--- src/rtl/fft_load_ctrl.sv ---
// Input-side frame loader: streams samples into the FFT sample buffer
// using an external flex counter, then hands the frame to the FFT core.
//
// Ports:
//   clk, n_rst                      clock, async active-low reset
//   start, frame_len, abort         frame control
//   in_valid, in_data, in_ready     upstream sample handshake
//   cnt_clear, cnt_enable,
//   cnt_rollover_val                drive the external flex counter
//   cnt_value, cnt_rollover_flag    counter state (write index, frame full)
//   wr_en, wr_addr, wr_data         sample buffer write port
//   fft_busy                        FFT core still busy with last frame
//   frame_done, busy, err_len       status outputs
module fft_load_ctrl #(
    parameter int NUM_CNT_BITS = 4,
    parameter int DATA_W       = 16
) (
    input  logic                    clk,
    input  logic                    n_rst,
    input  logic                    start,
    input  logic                    abort,
    input  logic [NUM_CNT_BITS-1:0] frame_len,
    input  logic                    in_valid,
    input  logic [DATA_W-1:0]       in_data,
    output logic                    in_ready,
    output logic                    cnt_clear,
    output logic                    cnt_enable,
    output logic [NUM_CNT_BITS-1:0] cnt_rollover_val,
    input  logic [NUM_CNT_BITS-1:0] cnt_value,
    input  logic                    cnt_rollover_flag,
    output logic                    wr_en,
    output logic [NUM_CNT_BITS-1:0] wr_addr,
    output logic [DATA_W-1:0]       wr_data,
    input  logic                    fft_busy,
    output logic                    frame_done,
    output logic                    busy,
    output logic                    err_len
);

    typedef enum logic [1:0] {
        IDLE,
        LOAD,
        HANDOFF,
        DONE
    } state_t;

    state_t                  state_q;
    logic [NUM_CNT_BITS-1:0] len_q;
    logic                    err_len_q;
    logic                    len_ok;
    logic                    hs;

    assign len_ok = (frame_len != '0);

    always_ff @(posedge clk or negedge n_rst) begin
        if (!n_rst) begin
            state_q   <= IDLE;
            len_q     <= '0;
            err_len_q <= 1'b0;
        end else begin
            err_len_q <= 1'b0;
            if (abort) begin
                state_q <= IDLE;
            end else begin
                case (state_q)
                    IDLE: begin
                        if (start && len_ok) begin
                            len_q   <= frame_len;
                            state_q <= LOAD;
                        end else if (start) begin
                            err_len_q <= 1'b1;
                        end
                    end
                    LOAD: begin
                        if (cnt_rollover_flag) state_q <= HANDOFF;
                    end
                    HANDOFF: begin
                        if (!fft_busy) state_q <= DONE;
                    end
                    DONE: begin
                        state_q <= IDLE;
                    end
                    default: begin
                        state_q <= IDLE;
                    end
                endcase
            end
        end
    end

    // Ready drops during abort so upstream never sees a sample swallowed.
    assign in_ready = (state_q == LOAD) && !cnt_rollover_flag && !abort;
    assign hs       = in_valid && in_ready;

    assign wr_en      = hs;
    assign cnt_enable = hs;
    assign wr_addr    = cnt_value;
    assign wr_data    = in_data;

    // Counter is cleared against the incoming length while still IDLE.
    assign cnt_clear = abort || ((state_q == IDLE) && start && len_ok);
    assign cnt_rollover_val = (state_q == IDLE) ? frame_len : len_q;

    assign frame_done = (state_q == DONE);
    assign busy       = (state_q != IDLE);
    assign err_len    = err_len_q;

endmodule
--- config.mk ---
export PLATFORM = sky130hd
export DESIGN_NAME = fft_load_ctrl
export DESIGN_NICKNAME = d
export VERILOG_FILES = /design/src/rtl/fft_load_ctrl.sv
export SDC_FILE = /design/constraint.sdc
export NUM_CORES = 1
export LEC_CHECK = 0
export ABC_AREA = 0
export CORE_UTILIZATION = 31
export CTS_CLUSTER_SIZE = 25
export DETAILED_ROUTE_END_ITERATION = 12
export PLACE_DENSITY = 0.85
export SLEW_MARGIN = 20
export SYNTH_ARGS = -nofsm -noshare
export SYNTH_HDL_FRONTEND = slang
export SYNTH_SLANG_ARGS = --single-unit
--- constraint.sdc ---
create_clock -name clk -period 4.8 [get_ports clk]
set_input_delay 0.96 -clock clk [delete_from_list [all_inputs] [get_ports clk]]
set_output_delay 0.96 -clock clk [all_outputs]
set_load 0.02 [all_outputs]
; ---- Yosys cells after proc, flatten, opt, wreduce, memory -nomap -nowiden
; Cells that the tools add are included.
; Widths: inputs -> output; s select.
[classes]
add_sub_neg = 0
mul = 0
div = 0
magnitude_cmp = 0
eq_ne = 6
n_shift = 0
n_mux = 10
n_bitwise = 1
n_reduce_logical = 14
[ops]
columns = operator, n
row1 = $ne 3x3->1 const B, 3
row2 = $mux 2, 4
row3 = $pmux 2 s4, 1
row4 = $logic_and 1x1->1, 6
row5 = $reduce_and 3->1, 2
row6 = $eq 2x2->1 const B, 2
row7 = $mux 1, 4
row8 = $mux 4, 1
row9 = $reduce_bool 4->1, 1
row10 = $eq 2x1->1 const B, 1
row11 = $logic_not 1->1, 2
row12 = $logic_not 2->1, 1
row13 = $reduce_bool 2->1, 1
row14 = $logic_or 1x1->1, 1
row15 = $not 1->1, 1
[word_totals]
regBits = 7
latch_bits = 0
ram_bits = 0
mem_bits_ro = 0
inputBits = 31
out_inout_bits = 31
wordCells = 34
memories = 0

; ---- Longest topological paths before layout
[depth]
ltp_word = 5
mapped_depth = 7
mapped_depth_nobuf = 5

; ---- Least setup slack after synthesis
; No wires, ideal clock.
[synth_timing]
path_kind = in2out
from = in cnt_rollover_flag
to = out wr_en
arrival_ns = 1.907
required_time_ns = 3.840
path_slack_ns = 1.933
path_stages = 4
n_path_buf = 1
cell_sequence = nand2b_1 nor2_1 and2_1 buf_4
[synth_via]
elab_chain_len = 4
[synth_lines]
columns = element, line
row1 = start: declaration, 30  ; input logic cnt_rollover_flag,
row2 = $logic_not 1->1, 92  ; assign in_ready = (state_q == LOAD) && !cnt_rollover_flag && !abort;
row3 = $logic_and 1x1->1 (2 in series), 92
row4 = named net in_ready, 25  ; output logic in_ready,
row5 = $logic_and 1x1->1, 93  ; assign hs = in_valid && in_ready;
row6 = end: declaration, 31  ; output logic wr_en,
; The timed path passes the listed nets, and every way through them passes these cells.

; ---- Worst setup path after layout
[layout_timing]
from = in frame_len[2]
to = out cnt_clear
[layout_via]
elab_chain_len = 3
[layout_lines]
columns = element, line
row1 = start: declaration, 22  ; input logic [NUM_CNT_BITS-1:0] frame_len,
row2 = $reduce_bool 4->1, 53  ; assign len_ok = (frame_len != '0);
row3 = $logic_and 1x1->1, 101  ; assign cnt_clear = abort || ((state_q == IDLE) && start && len_ok);
row4 = $logic_or 1x1->1, 101
row5 = end: declaration, 26  ; output logic cnt_clear,
; No other way between the ends.

==> reports/results.tsv <==
metric	value	unit
share of layout cells above drive strength 1	20.3	%
CP max stage cell	or4_4	
met2 WL post-DR	554	um
synth-to-layout area growth	16.9	%
Yosys warning total	0	
# resized after CTS	0	
Layout Cells excl Fill	89	
clock skew	0.00258	ns
post-CTS setup buffers	0	
worst hold start	len_q[0]	
Tmin final	3.74	ns
Pre-antenna DRT Iters	4	
All-Layer GR Usage	10.8	%
Initial Util	34.1	%
crit path launch type	input port	
met3 wire length	149	um
maxcap violations	0	
CTS sink count	7	
final setup fails	0	
Synth cell types	19	
leading post-synthesis cells by cell area	dfrtp_1 (29%), buf_4 (26%), ha_1 (8.2%)	
critical path type	in2out	
arrival time at the worst endpoint	2.78	ns
Cells after DPL	85	
CP Max Fanout	4	
register share of total power	29.0	%
hold endpoint	len_q[0]	
R2R Path End	state_q[0]	
CP bufs+invs	2	
#FFs+latches synth	7	
Synth Instances	62	
Post-DP HPWL	931	um
Worst path most repeated cell	clkdlybuf4s50_1	
global-route wire length before repair	1.52	mm
CTS tree	built	
ANT cells	0	
Iteration-0 DRC Markers	9	
initial antenna violation count	0	
final setup TNS	0	ns
Comb pwr share	55.2	%
Worst Hold Depth	1	
power per cell area	464	nW/um^2
vias after detailed routing	392	
P_leak	0.316	nW
GR Overflow Total	0	
maximum VDD drop	0.000136	V
syn avg cell area	9.81	um^2
Slew @ Worst Pin	0.319	ns
crit-path leading delay family	buffers and inverters	
commonest non-fill, non-tap cell in the layout	clkdlybuf4s50_1	
Clock Power Share	15.8	%
share of the clock period used by the worst path	77.9	%
CORE AREA	1780	um^2
Final Hold Vio Count	0	
worst skew pair latency	0.25	ns
Post-Syn Area	608	um^2
die area	2140	um^2
TritonCTS Buffers	3	
WL met1	392	um
vias in the first global route	372	
top layer in use	met4	
Residual DRC	0	
switching power	118	uW
R2R depth	5	
Synth top area share	28.8	%
P_int	212	uW
part of the Yosys area used for sequential elements	28.8	%
commonest non-fill, non-tap cells in the layout	clkdlybuf4s50_1 (21), dfrtp_1 (7), mux2_2 (4), nand2b_1 (4), ha_1 (4)	
Hold-fix buffers, CTS	0	
final net count	100	
CTS clk-pin slew, worst paths	0.05	ns
Max Slew Vio Count	0	
clock tree buffer depth	2	
Crit path required time	3.84	ns
Switching Fraction	35.7	%
largest net degree at the start of global routing	9	
R2R setup slack	3.11	ns
CP cell instances	clkdlybuf4s50_1, or4_4, a31o_2, clkdlybuf4s50_1	
root buf cell	clkbuf_4	
Worst Hold Class	reg2reg	
DIE HEIGHT	46.3	um
R2R Path Start	state_q[0]	
crit end category	output pin	
Rel. slew slack	78.7	%
Min Hold Slack	0.491	ns
WL/cell	12.4	um
IO Port Bufs	21	
num rows	15	
f_max	0.267	GHz
CTS HTree Levels	1	
vias per std cell	4.40	
post-synth top area cell	dfrtp_1	
status	complete, no violations	
RSZ-0062 raised after global routing	no	
Routed Antenna Nets	0	
Syn Nets	97	
GPL Wtd Cong	0.662	
drt total wl	1.10	mm
Top-Level Pins	62	
crit-path max cell delay	0.57	ns
Die X	46.3	um
logic make-up (layout without fill, tap and decap cells):
family | after synthesis | in the layout | synth area share [%]
AOI/OAI and AO/OA | 6 | 6 | 9.47
adders and majority gates | 4 | 4 | 8.23
and+or+nand+nor | 13 | 13 | 13.0
buffers and inverters | 26 | 28 | 29.0
muxes | 6 | 6 | 11.5
DFF | 7 | 7 | 28.8
synth_stat cells:
cell	instances
o2111a_2	1
and2b_2	1
clkbuf_1	2
and3b_1	1
nor2_1	3
mux2_4	1
nand2_1	2
buf_4	21
and2_1	1
ha_1	4
or4_4	1
mux2_2	4
inv_1	3
a31o_2	1
a22o_1	3
dfrtp_1	7
mux2i_1	1
a22o_2	1
nand2b_1	4
cell type report:
cell class	instances	area, um^2
well taps	25	31.3
repair buffers	21	210
inverters	3	11.3
multi-input cells	29	256
fillers	186	1070
clock buffers	4	26.3
flip-flops and latches	7	175
routing by layer:
| metal | track usage (%) | vias up |
|---|---|---|
| met4 | 4.71 | 0 |
| li1 | - | 188 |
| met5 | 0 | - |
| met2 | 15.8 | 20 |
| met1 | 10.5 | 182 |
| met3 | 9.80 | 2 |
power groups by stage:
stage                     clock [mW]  sequential (mW)  combinational [mW]
after floorplan                    0           0.0916               0.142
after global routing          0.0586           0.0981               0.198
final                         0.0521           0.0954               0.182
after global placement             0           0.0952               0.181
after CTS                     0.0544           0.0954               0.185
after detailed placement           0           0.0964               0.184
sequential cells by signal, indices dropped and copies added (netlist names):
register / cells
len_q: 4
state_q: 2
err_len: 1
worst reg2reg max path, cell delays in order, from the launching register on:
cell and delay [ns]:
dfrtp_1 0.42, inv_1 0.11, ha_1 0.35, inv_1 0.10, o2111a_2 0.30, mux2_4 0.29
how the worst max path moves through the flow:
stage                            startpoint        end  slack, ns  depth (start not counted)
after global routing           frame_len[2]  cnt_clear       1.04                          4
after floorplan           cnt_rollover_flag      wr_en       1.93                          4
after detailed placement       frame_len[2]  cnt_clear       1.06                          4
after global placement         frame_len[2]  cnt_clear       1.08                          4
final                          frame_len[2]  cnt_clear       1.06                          4
after CTS                      frame_len[2]  cnt_clear       1.06                          4
stage by stage:
step / setup slack, ns / power (mW) / util (%) / area (um^2)
2_1_floorplan: 1.93 / 0.233 / - / 608
3_3_place_gp: 1.08 / 0.276 / 38.4 / 684
3_5_place_dp: 1.06 / 0.280 / 38.4 / 684
4_1_cts: 1.06 / 0.335 / 39.9 / 711
5_1_grt: 1.04 / 0.355 / 39.9 / 711
6_report: 1.06 / 0.330 / 39.9 / 711
Note: power is estimated with default switching activity, not from simulation.
